**src/rtl/prio_sel_arb.sv**
```systemverilog
// prio_sel_arb: registered N-channel priority selector with arbitration.
//
// One request channel per sel bit wins the single output register each
// time that register may be (re)loaded. The winner is chosen by MODE:
//   0 = lowest requesting index, 1 = highest requesting index,
//   2 = round-robin starting at an internal pointer.
//
// Ports
//   clk      in   clock, rising edge
//   rst      in   asynchronous active-high reset
//   in_data  in   N*W channel data, channel k at [k*W +: W]
//   sel      in   N per-channel request bits
//   dflt     in   W value loaded into z when nobody requests
//   grant    out  N one-hot acknowledge, combinational
//   z        out  W registered selected data
//   z_valid  out  z holds granted channel data
//   z_ready  in   downstream accepts z this cycle
//   z_idx    out  IW registered index of the channel that produced z
module prio_sel_arb #(
  parameter int N    = 4,
  parameter int W    = 8,
  parameter int MODE = 0,
  parameter int IW   = $clog2(N)
) (
  input  logic             clk,
  input  logic             rst,
  input  logic [N*W-1:0]   in_data,
  input  logic [N-1:0]     sel,
  input  logic [W-1:0]     dflt,
  output logic [N-1:0]     grant,
  output logic [W-1:0]     z,
  output logic             z_valid,
  input  logic             z_ready,
  output logic [IW-1:0]    z_idx
);

  logic          load;
  logic          any_req;
  logic [IW-1:0] winner;
  logic [IW-1:0] ptr;

  // Channel index 'off' positions after 'base', wrapping modulo N.
  function automatic logic [IW-1:0] rr_index(input logic [IW-1:0] base, input int off);
    int s;
    s = int'(base) + off;
    if (s >= N) s = s - N;
    return IW'(s);
  endfunction

  // Pointer advance past the winner; wraps to 0 after the last channel.
  function automatic logic [IW-1:0] next_ptr(input logic [IW-1:0] w);
    if (w == IW'(N - 1)) return '0;
    return w + 1'b1;
  endfunction

  assign load    = !z_valid || z_ready;
  assign any_req = |sel;

  // The last assignment in each loop is the one that sticks, so the loop
  // direction decides which requester has priority.
  always_comb begin
    logic [IW-1:0] cand;
    winner = '0;
    cand   = '0;
    if (MODE == 1) begin
      for (int i = 0; i < N; i++)
        if (sel[i]) winner = IW'(i);
    end else if (MODE == 2) begin
      for (int i = N - 1; i >= 0; i--) begin
        cand = rr_index(ptr, i);
        if (sel[cand]) winner = cand;
      end
    end else begin
      for (int i = N - 1; i >= 0; i--)
        if (sel[i]) winner = IW'(i);
    end
  end

  // Grant is suppressed during reset; after async reset z_valid is 0 so
  // load alone would otherwise let a grant through.
  always_comb begin
    grant = '0;
    if (!rst && load && any_req) grant[winner] = 1'b1;
  end

  // ---- output register stage ----
  always_ff @(posedge clk or posedge rst) begin
    if (rst) begin
      z       <= '0;
      z_valid <= 1'b0;
      z_idx   <= '0;
      ptr     <= '0;
    end else if (load) begin
      if (any_req) begin
        z       <= in_data[int'(winner)*W +: W];
        z_idx   <= winner;
        z_valid <= 1'b1;
        if (MODE == 2) ptr <= next_ptr(winner);
      end else begin
        z       <= dflt;
        z_valid <= 1'b0;
      end
    end
  end

endmodule

```
**config.mk**
```make
export PLATFORM = sky130hd
export DESIGN_NAME = prio_sel_arb
export DESIGN_NICKNAME = d
export VERILOG_FILES = /design/src/rtl/prio_sel_arb.sv
export SDC_FILE = /design/constraint.sdc
export NUM_CORES = 1
export LEC_CHECK = 0
export BUFFER_PORTS_ARGS = -buffer_cell sky130_fd_sc_hd__buf_2
export CAP_MARGIN = 25
export CORE_ASPECT_RATIO = 0.9
export CORE_MARGIN = 5
export CORE_UTILIZATION = 40
export CTS_BUF_LIST = sky130_fd_sc_hd__clkbuf_8 sky130_fd_sc_hd__clkbuf_16
export CTS_CLUSTER_DIAMETER = 150
export CTS_CLUSTER_SIZE = 24
export DETAILED_ROUTE_END_ITERATION = 16
export PLACE_DENSITY_LB_ADDON = 0.1
export SYNTH_ARGS = -nofsm -noshare
export SYNTH_HDL_FRONTEND = slang
export SYNTH_SLANG_ARGS = --single-unit
```
**constraint.sdc**
```tcl
create_clock -name clk -period 1.7 [get_ports clk]
set_clock_uncertainty 0.2 [all_clocks]
set_input_delay 0.085 -clock clk [delete_from_list [all_inputs] [get_ports clk]]
set_output_delay 0.085 -clock clk [all_outputs]
set_load 0.02 [all_outputs]
```
==> summary.md <==
| Metric | Value |
|---|---|
| Critical path endpoint | `grant[0]` |
| Clock power frac | `29.0%` |
| Starting Density | `43.0%` |
| Area Overhead vs Synth | `63.2%` |
| Failing checks | `hold timing` |
| Max Clock Freq | `633 MHz` |
| Sequential fraction of design power | `35.0%` |
| Max cap viols | `0` |
| Least-Margin Pin Slew | `0.465 ns` |
| Vias in the first global route | `1084` |
| Initial antenna violation count | `0` |
| Starting DRT DRC Count | `13` |
| Top cell type's share of synthesized area | `32.8%` |
| Setup Total Neg Slack | `0 ns` |
| Synthesized area | `840 um^2` |
| Drt total wl | `3010 um` |
| Mapped Nets | `146` |
| GRT overflow | `0` |
| Data required, critical path | `1.41 ns` |
| Post-synth top flop | `dfrtp_1` |
| R2r startpoint | `z_valid` |
| GPL Wtd Cong | `0.791` |
| Final min period | `1.58 ns` |
| Largest cells by area after synthesis | `dfrtp_1, a221oi_2, nor2b_1, a2bb2oi_1, o22ai_1` |
| Post-detail-place hpwl | `2250 um` |
| Syn_area_per_cell | `8.48 um^2` |
| DRC violations left | `0` |
| Final Max Tran Viols | `0` |
| DIE AREA | `3120 um^2` |
| Reg-to-reg critical path endpoint | `z_idx[1]` |
| First-pass GRT wire length | `4810 um` |
| Leakage | `0.678 nW` |
| Status | `finished, violations left` |
| Fraction of layout cells with a size suffix above 1 | `46.3%` |
| Clock buffer count from CTS | `3` |
| Antenna-violating nets left | `0` |
| Ant. Diodes | `0` |
| Hold WC Path Type | `input port to flip-flop` |
| Fin nets | `225` |
| Core Util, Final | `70.2%` |
| Total Routing Usage GR | `20.0%` |
| Via density | `5.35` |
| Worst hold start | `in_data[30]` |
| Via count | `1081` |
| Avg WL per Cell | `14.9 um` |
| Area of the multi-input gates | `499 um^2` |
| CP max FO | `6` |
| FF-to-FF path depth | `4` |
| Root Driver | `clkbuf_8` |
| Fin cells | `202` |
| TritonRoute pass-1 iters | `4` |
| Maximum vdd ir drop | `372 uV` |
| Logic pwr share | `36.0%` |
| Die Height | `53.5 um` |
| Setup crit start kind | `input port` |
| Internal power | `0.600 mW` |
| Synth Warn # | `0` |
| Post-synth EDFFs | `0` |
| Clock slew seen by the registers of the worst setup and hold paths | `0.06 ns` |
| CTS H-tree depth | `1` |
| WP data arrival | `1.30 ns` |
| Commonest cells in the netlist | `dfrtp_1, nor2b_1, o21ai_0` |
| FF/Latch Area | `275 um^2` |
| Largest net degree at the start of global routing | `26` |
| Reg2reg setup slack | `0.15 ns` |
| RSZ-0062 raised after global routing | `false` |
| Clk_lat worst skew | `0.23 ns` |
| Setup crit end kind | `output pin` |
| Most frequent cell after synthesis | `dfrtp_1` |
| Period utilization | `93.0%` |
| Post-synth ARST share | `100%` |
| Synthesized instance count | `99` |
| Register bit total from synthesis | `11` |
| Placed Instances | `183` |
| Filler Cells Inserted | `171` |
| Final Hold Viols | `1` |
| CTS tree | `yes` |
| Final setup fails | `0` |
| Chip Width | `58.3 um` |
| Net switching power | `0.285 mW` |
| Slew margin rel. | `69.0%` |
| Critical Path Start | `rst` |
| Hold slack | `-0.000106 ns` |
| # rows | `15` |
| Area leader, netlist | `dfrtp_1` |
| Pwr/cell area | `646 nW/um^2` |
| Yosys cell types | `25` |
| Clk sinks | `11` |
| Placeable Area | `1950 um^2` |
| CTS Buffer Depth | `2` |
| Ports | `62` |
| CP Class | `input port to output pin` |
| Port Buf Inserts | `61` |
| Switching part of the total | `32.2%` |
| Sequential area share after synthesis | `32.8%` |
==> routing by layer <==
metal	vias to the layer above	track usage (%)	routed length (um)
met5	-	0	0
met4	0	10.4	105
met3	14	2.68	233
met2	58	31.4	1370
met1	486	26.5	1290
li1	523	-	-
==> logic make-up (layout without fill, tap and decap cells) <==
kind of cell           after synthesis  in the layout  share of synthesized area, %
AOI/OAI and AO/OA                   43             43                          38.6
buffers and inverters               15             93                          9.24
DFF                                 11             11                          32.8
and+or+nand+nor                     30             30                          19.4
==> cell type report <==
type,instances,share of cell area (%)
repair buffers,81,35.4
clock buffers,3,3.01
multi-input cells,73,36.4
inverters,8,2.47
flip-flops and latches,11,20.1
well taps,25,2.28
clock inverters,1,0.274
==> sequential cells by signal, indices dropped and copies added (netlist names) <==
register	flops
z	8
z_idx	2
z_valid	1
==> layout by cell type, fill, tap and decap left out, types with 3 or more instances in the layout <==
cell type      count
a221oi_2           6
a2bb2oi_1          6
buf_2             61
buf_4              8
clkbuf_8           3
dfrtp_1           11
dlygate4sd3_1     12
inv_1              8
nand2_1            8
nor2_1             5
nor2b_1            9
o21ai_0            9
o21ai_1            6
o22ai_1            8
==> power groups by stage <==
stage                     Combinational, mW  Clock (mW)  Sequential (mW)
final                                 0.318       0.257            0.310
after detailed placement              0.288           0            0.314
after global routing                  0.346       0.279            0.313
after CTS                             0.310       0.261            0.309
after floorplan                       0.129           0            0.352
after global placement                0.283           0            0.312
==> per-stage QoR <==
step,power [mW],worst slack (ns),instance area [um^2]
6_report,0.885,0.120,1370
5_1_grt,0.938,0.0669,1370
4_1_cts,0.880,0.0183,1340
3_5_place_dp,0.602,0.201,1180
3_3_place_gp,0.596,0.238,1180
2_1_floorplan,0.481,0.114,852
==> what timing repair did <==
item                                    in CTS  in global routing
endpoints found under the setup margin       0                  2
buffers inserted                             0                  3
gates resized for setup                      0                  1
hold buffers                                12                  0
hold endpoints to repair                    19                  0
==> worst max-delay path, stage by stage <==
cell and delay, ns:
dlygate4sd3_1 0.54, buf_2 0.17, clkinvlp_4 0.16, and3_1 0.19, buf_2 0.15
==> worst min-delay path by stage <==
| stage | endpoint | slack [ns] | depth (start not counted) |
|---|---|---|---|
| after floorplan | z[0] | -0.25 | 1 |
| after global placement | z[2] | -0.13 | 2 |
| after detailed placement | z[2] | -0.12 | 2 |
| after CTS | z[6] | 0.0009 | 3 |
| after global routing | z[6] | 0.04 | 3 |
| final | z[6] | -0.0001 | 3 |
Power figures use the tool's default switching activity.
